$ cat config.mk
export PLATFORM = sky130hd
export DESIGN_NAME = control_pipeline
export DESIGN_NICKNAME = d
export VERILOG_FILES = /design/src/rtl/mips_ctrl_pkg.sv /design/src/rtl/hazard_detect.sv /design/src/rtl/control_pipeline.sv
export SDC_FILE = /design/constraint.sdc
export NUM_CORES = 1
export LEC_CHECK = 0
export CAP_MARGIN = 20
export CORE_ASPECT_RATIO = 0.6
export CORE_MARGIN = 5
export CORE_UTILIZATION = 40
export CTS_CLUSTER_SIZE = 8
export DETAILED_ROUTE_END_ITERATION = 16
export PLACE_DENSITY_LB_ADDON = 0.1
export SETUP_SLACK_MARGIN = 0.1
export SLEW_MARGIN = 20
export SYNTH_ARGS = -nofsm -noshare
export SYNTH_HDL_FRONTEND = slang
export SYNTH_SLANG_ARGS = --single-unit
export TNS_END_PERCENT = 1
$ cat constraint.sdc
create_clock -name clock -period 1.99 [get_ports clock]
set_input_delay 0.398 -clock clock [delete_from_list [all_inputs] [get_ports clock]]
set_output_delay 0.398 -clock clock [all_outputs]
set_load 0.005 [all_outputs]
$ cat src/rtl/mips_ctrl_pkg.sv
// Shared control-bundle layout, encodings and stage payload for the MIPS control pipeline.
// Consumers select forwarding vs. interlocking with the FORWARDING_EN macro.
package mips_ctrl_pkg;

    localparam int unsigned CONTROL_SIZE = 8;
    localparam int unsigned REG_W        = 5;

    localparam int unsigned CTRL_ALU_SRC     = 7;
    localparam int unsigned CTRL_REG_DEST_HI = 6;
    localparam int unsigned CTRL_REG_DEST_LO = 5;
    localparam int unsigned CTRL_MEM_READ    = 4;
    localparam int unsigned CTRL_MEM_WRITE   = 3;
    localparam int unsigned CTRL_REG_WRITE   = 2;
    localparam int unsigned CTRL_REG_SRC_HI  = 1;
    localparam int unsigned CTRL_REG_SRC_LO  = 0;

    typedef enum logic [1:0] {
        DEST_RD   = 2'b00,
        DEST_RT   = 2'b01,
        DEST_RA   = 2'b10,
        DEST_NONE = 2'b11
    } reg_dest_e;

    typedef enum logic [1:0] {
        SRC_ALU  = 2'b00,
        SRC_MEM  = 2'b01,
        SRC_PC4  = 2'b10,
        SRC_RSVD = 2'b11
    } reg_src_e;

    typedef enum logic [1:0] {
        FWD_RF  = 2'b00,
        FWD_WB  = 2'b01,
        FWD_MEM = 2'b10
    } fwd_e;

    localparam logic [REG_W-1:0] REG_RA = 5'd31;

    typedef struct packed {
        logic             valid;
        logic             alu_src;
        logic             mem_read;
        logic             mem_write;
        logic             reg_write;
        logic [1:0]       reg_src;
        logic [REG_W-1:0] rs;
        logic [REG_W-1:0] rt;
        logic [REG_W-1:0] dest;
    } stage_t;

    localparam stage_t BUBBLE = '0;

    // Destination register chosen by the RegDest field.
    function automatic logic [REG_W-1:0] resolve_dest(input logic [1:0] sel,
                                                      input logic [REG_W-1:0] rt,
                                                      input logic [REG_W-1:0] rd);
        case (reg_dest_e'(sel))
            DEST_RD: return rd;
            DEST_RT: return rt;
            DEST_RA: return REG_RA;
            default: return '0;
        endcase
    endfunction

    // Forward source for one EX operand; MEM is younger so it wins over WB.
    function automatic logic [1:0] fwd_sel(input stage_t mem, input stage_t wb,
                                           input logic [REG_W-1:0] src);
        if (mem.reg_write && (mem.dest != '0) && (mem.dest == src)) return FWD_MEM;
        if (wb.reg_write && (wb.dest != '0) && (wb.dest == src)) return FWD_WB;
        return FWD_RF;
    endfunction

endpackage

$ cat src/rtl/hazard_detect.sv
// Combinational stall generation: load-use always, plus EX/MEM RAW interlock
// when FORWARDING_EN is not defined.
module hazard_detect
    import mips_ctrl_pkg::*;
(
    input  logic       id_valid,
    input  logic [4:0] id_rs,
    input  logic [4:0] id_rt,
    input  logic       flush,
    input  logic       ex_valid,
    input  logic       ex_mem_read,
    input  logic       ex_reg_write,
    input  logic [4:0] ex_dest,
    input  logic       mem_reg_write,
    input  logic [4:0] mem_dest,
    output logic       stall
);

    logic load_use;
    logic raw;

    always_comb begin
        load_use = id_valid && ex_valid && ex_mem_read && (ex_dest != '0) &&
                   ((ex_dest == id_rs) || (ex_dest == id_rt));
        raw      = 1'b0;
`ifndef FORWARDING_EN
        // WB is excluded: the register file writes before it reads.
        raw = id_valid &&
              ((ex_reg_write && (ex_dest != '0) &&
                ((ex_dest == id_rs) || (ex_dest == id_rt))) ||
               (mem_reg_write && (mem_dest != '0) &&
                ((mem_dest == id_rs) || (mem_dest == id_rt))));
`endif
        stall = !flush && (load_use || raw);
    end

`ifdef FORWARDING_EN
    logic unused_raw;
    assign unused_raw = ^{ex_reg_write, mem_reg_write, mem_dest};
`endif

endmodule

$ cat src/rtl/control_pipeline.sv
// EX/MEM/WB control pipeline with load-use stall, flush squash and operand forwarding.
// Define FORWARDING_EN for forwarding; otherwise RAW hazards interlock and forward codes stay 00.
module control_pipeline
    import mips_ctrl_pkg::*;
(
    input  logic       clock,
    input  logic       reset,
    input  logic [7:0] id_ctrl,
    input  logic       id_valid,
    input  logic [4:0] id_rs,
    input  logic [4:0] id_rt,
    input  logic [4:0] id_rd,
    input  logic       flush,
    output logic       stall,
    output logic       ex_alu_src,
    output logic [4:0] ex_rs,
    output logic [4:0] ex_rt,
    output logic       mem_read,
    output logic       mem_write,
    output logic [4:0] mem_dest,
    output logic       wb_reg_write,
    output logic [1:0] wb_reg_src,
    output logic [4:0] wb_dest,
    output logic [1:0] forward_a,
    output logic [1:0] forward_b
);

    stage_t ex_q, mem_q, wb_q;
    stage_t ex_d;

    // ID->EX capture; anything not accepted becomes an all-zero bubble.
    always_comb begin
        ex_d = BUBBLE;
        if (id_valid && !stall && !flush) begin
            ex_d.valid     = 1'b1;
            ex_d.alu_src   = id_ctrl[CTRL_ALU_SRC];
            ex_d.mem_read  = id_ctrl[CTRL_MEM_READ];
            ex_d.mem_write = id_ctrl[CTRL_MEM_WRITE];
            ex_d.reg_write = id_ctrl[CTRL_REG_WRITE];
            ex_d.reg_src   = id_ctrl[CTRL_REG_SRC_HI:CTRL_REG_SRC_LO];
            ex_d.rs        = id_rs;
            ex_d.rt        = id_rt;
            ex_d.dest      = resolve_dest(id_ctrl[CTRL_REG_DEST_HI:CTRL_REG_DEST_LO],
                                          id_rt, id_rd);
        end
    end

    always_ff @(posedge clock or posedge reset) begin
        if (reset) begin
            ex_q  <= BUBBLE;
            mem_q <= BUBBLE;
            wb_q  <= BUBBLE;
        end else begin
            ex_q  <= ex_d;
            mem_q <= ex_q;
            wb_q  <= mem_q;
        end
    end

    hazard_detect u_hazard (
        .id_valid      (id_valid),
        .id_rs         (id_rs),
        .id_rt         (id_rt),
        .flush         (flush),
        .ex_valid      (ex_q.valid),
        .ex_mem_read   (ex_q.mem_read),
        .ex_reg_write  (ex_q.reg_write),
        .ex_dest       (ex_q.dest),
        .mem_reg_write (mem_q.reg_write),
        .mem_dest      (mem_q.dest),
        .stall         (stall)
    );

    always_comb begin
        forward_a = FWD_RF;
        forward_b = FWD_RF;
`ifdef FORWARDING_EN
        forward_a = fwd_sel(mem_q, wb_q, ex_q.rs);
        forward_b = fwd_sel(mem_q, wb_q, ex_q.rt);
`endif
    end

    // Bubbles carry all-zero fields, so stage outputs need no extra gating.
    assign ex_alu_src   = ex_q.alu_src;
    assign ex_rs        = ex_q.rs;
    assign ex_rt        = ex_q.rt;
    assign mem_read     = mem_q.mem_read;
    assign mem_write    = mem_q.mem_write;
    assign mem_dest     = mem_q.dest;
    assign wb_reg_write = wb_q.reg_write;
    assign wb_reg_src   = wb_q.reg_src;
    assign wb_dest      = wb_q.dest;

    logic unused_wb;
    assign unused_wb = ^wb_q;

endmodule

==> impl_metrics.csv <==
group,metric,value,unit
routing,via_count,1152,
setup_path,cp_cell_sequence,"xnor2_2, nand3_2, o22ai_2, a32oi_4, and2b_2, buf_6",
timing,drv_slew,0,
timing,final_hold_viol_count,0,
cts,cts_sinks,40,
grt,grt_pass1_wl,5780,um
timing,setup_ws,-0.0736,ns
floorplan,die_h,60.6,um
routing,routed_wl,3730,um
finish,fill_cells,346,
cts,insertion_delay,0.28,ns
setup_path,r2r-start,"mem_dest[0]$_DFF_PP0_",
yosys,synth_adder_area_share,0,%
yosys,synth_xor_area_share,10.3,%
floorplan,rows,18,
grt,grt_max_degree,41,
yosys,yosys.area_share.simple,14.9,%
place,hpwl,2740,um
setup_path,critPathKind,"reg2out",
timing,fmax,485,MHz
power_and_ir_drop,netSwitchingFraction,22.6,%
setup_path,cp-start-kind,"flip-flop",
floorplan,dieArea,5710,sq um
setup_path,cpPeakStageDelay,0.47,ns
worst_hold_path,min_to,"wb_reg_src[0]$_DFF_PP0_",
routing,firstDrtPassIters,5,
timing,rsz0062_at_grt,"yes",
routing,first_iter_violations,39,
grt,grt_util_all_layers,13.7,%
yosys,synth_compound_area_share,5.14,%
grt,gr-total-overflow,0,
power_and_ir_drop,p_sw,397,uW
worst_hold_path,min-delay-start,"mem_q[15]$_DFF_PP0_",
place,dpl.cell_count,246,
setup_path,r2r_end,"ex_rt[4]$_DFF_PP0_",
finish,area_growth,39.0,%
floorplan,core,4120,sq um
timing,clock-skew-final,0.00552,ns
floorplan,io_pins,58,
power_and_ir_drop,pwr-share-seq,49.6,%
routing,vias_per_cell,4.54,
power_and_ir_drop,power_density,740,nW/um^2
cts,cts_root_buf,"clkbuf_8",
status,violations,"setup timing",
yosys,ys_seq_area_share,58.7,%
routing,postRouteAntennaNets,0,
power_and_ir_drop,peakVddDrop,321,uV
finish,fin_nets,220,
yosys,synth_mux_area_share,0,%
power_and_ir_drop,clkPwrFrac,36.8,%
setup_path,cp.required,1.59,ns
routing,wl_per_cell,14.7,um
cts,htreeDepth,2,
grt,antenna_found_initial,0,
timing,setup_violations,1,
setup_path,ff2ff_setup_slack,0.37,ns
run,cap_viol_max_count,0,
finish,utilization,57.5,%
yosys,yosysWarnings,0,
yosys,ys_types,22,
cts,cts.reportedPaths.clkPinSlew,0.08,ns
floorplan,die_x,94.3,um
yosys,synth_seq_cells,40,
setup_path,critPathMaxFanout,4,
place,gp_congestion,0.811,
cts,cts_tree,"built",
yosys,avgSynthCellArea,11.8,sq um
power_and_ir_drop,intPower,1360,uW
status,status,"finished with violations",
floorplan,initial_utilization,41.4,%
power_and_ir_drop,p_leak,0.00111,uW
worst_hold_path,hold_path_class,"reg2reg",
finish,finalNonFillerCells,254,
finish,diodes,0,
routing,drc,0,
finish,drive_gt1_share,18.6,%
worst_hold_path,hold_depth,0,
place,io_buffers,53,
setup_path,worstSetupEndpointType,"output port",
timing,fin_crit,2.06,ns
setup_path,rr_worst_depth,6,
cts,cts_buffer_depth,2,
power_and_ir_drop,power_frac_comb,13.6,%
yosys,synth_top_family_by_area,"simple AND/OR/NAND/NOR gates",
cts,cts_buffers,5,
grt,grt_pass1_vias,1177,
timing,finalCritPeriodShare,104,%
yosys,syn_area,1710,sq um
setup_path,crit_slowest_cell,"dfrtp_2",
setup_path,crit_arrival,1.67,ns
yosys,netlist_instances,144,
[stage by stage]
step	TNS, ns	power [uW]	setup WS, ns	cell area, sq um	hold slack, ns
finish	-0.0736	1750	-0.0736	2370	0.350
floorplan	0	1000	0.353	1720	0.331
global route	-0.146	1840	-0.146	2370	0.356
global placement	-2.47	1120	-0.675	2220	0.332
CTS	-0.151	1770	-0.151	2330	0.353
detailed placement	-3.96	1120	-0.730	2220	0.335
[cell usage after synthesis]
cell	instances	area [sq um]
a21oi_1	2	10.0
a32oi_4	1	27.5
and2_1	1	6.26
and2b_2	1	8.76
and3_1	19	119
and3_2	2	15.0
buf_1	2	7.51
buf_4	19	143
buf_6	2	22.5
clkbuf_1	2	7.51
conb_1	1	3.75
dfrtp_1	40	1000
inv_1	1	3.75
nand2_1	10	37.5
nand3_1	3	15.0
nand3_2	1	10.0
nor2_1	7	26.3
nor2b_1	1	6.26
nor3_1	2	10.0
o22ai_1	6	37.5
o22ai_2	1	12.5
xnor2_1	20	175
[area by class of cell]
class / instances / area, sq um / area share (%)
sequential: 40 / 1010 / 42.4
timing repair buffer: 64 / 602 / 25.4
multi-input combinational: 81 / 573 / 24.2
tap: 60 / 75.1 / 3.17
clock buffer: 5 / 68.8 / 2.90
clock inverter: 3 / 42.5 / 1.79
inverter: 1 / 3.75 / 0.158
[worst max path at each step]
| stage | to | depth (start not counted) | from |
|---|---|---|---|
| after global placement | stall | 7 | id_rt[3] |
| after floorplan | stall | 5 | mem_dest[3]$_DFF_PP0_ |
| after detailed placement | stall | 7 | id_rt[2] |
| after global routing | stall | 6 | mem_dest[3]$_DFF_PP0_ |
| final | stall | 6 | mem_dest[1]$_DFF_PP0_ |
| after CTS | stall | 6 | mem_dest[2]$_DFF_PP0_ |
[layout by cell type, fill, tap and decap left out, drive strengths merged, types with 2 or more instances in the layout]
master / n
nor2: 7
clkbuf: 5
conb: 4
buf: 12
dfrtp: 40
nor3: 2
clkdlybuf4s50: 42
o22ai: 7
nand2: 10
dlygate4sd2: 10
xnor2: 20
a21oi: 2
nand3: 4
and3: 21
[cell families after synthesis]
kind of cell,after synthesis
AO/OA/AOI/OAI,10
XOR/XNOR,20
buffers and inverters,26
flip-flops,40
other,1
AND/OR/NAND/NOR,47
[flip-flops by register name, indices dropped and copies added (netlist names)]
register      flops
mem_read          1
wb_reg_write      1
wb_dest           5
ex_rt             5
mem_dest          5
mem_write         1
ex_q             11
wb_reg_src        2
ex_alu_src        1
mem_q             3
ex_rs             5
[worst max-delay path, delay by kind of cell, from the launching register on]
kind / cells / cell delay, ns
xor+xnor: 1 / 0.16
simple gates: 2 / 0.33
compound gates: 2 / 0.30
flops: 1 / 0.47
buf+inv: 1 / 0.11
[power by group through the flow]
stage          Sequential, uW  Combinational (uW)  Clock (uW)
4_1_cts                   867                 236         666
2_1_floorplan             880                 123           0
3_3_place_gp              883                 236           0
3_5_place_dp              883                 240           0
5_1_grt                   874                 261         703
6_report                  870                 239         645
[timing repair]
item | CTS | global route
gates resized for setup | 16 | 9
pin swaps | 6 | 5
hold buffers | 0 | 0
setup buffers | 0 | 0
setup endpoints to repair | 1 | 1
[metal layers]
metal | global-route usage, % | wire [um] | vias up
met5 | 0 | 0 | -
met4 | 4.73 | 41 | 0
met3 | 4.83 | 288 | 4
met2 | 20.4 | 1570 | 49
met1 | 19.0 | 1830 | 552
li1 | - | - | 547
Power figures use the tool's default switching activity.
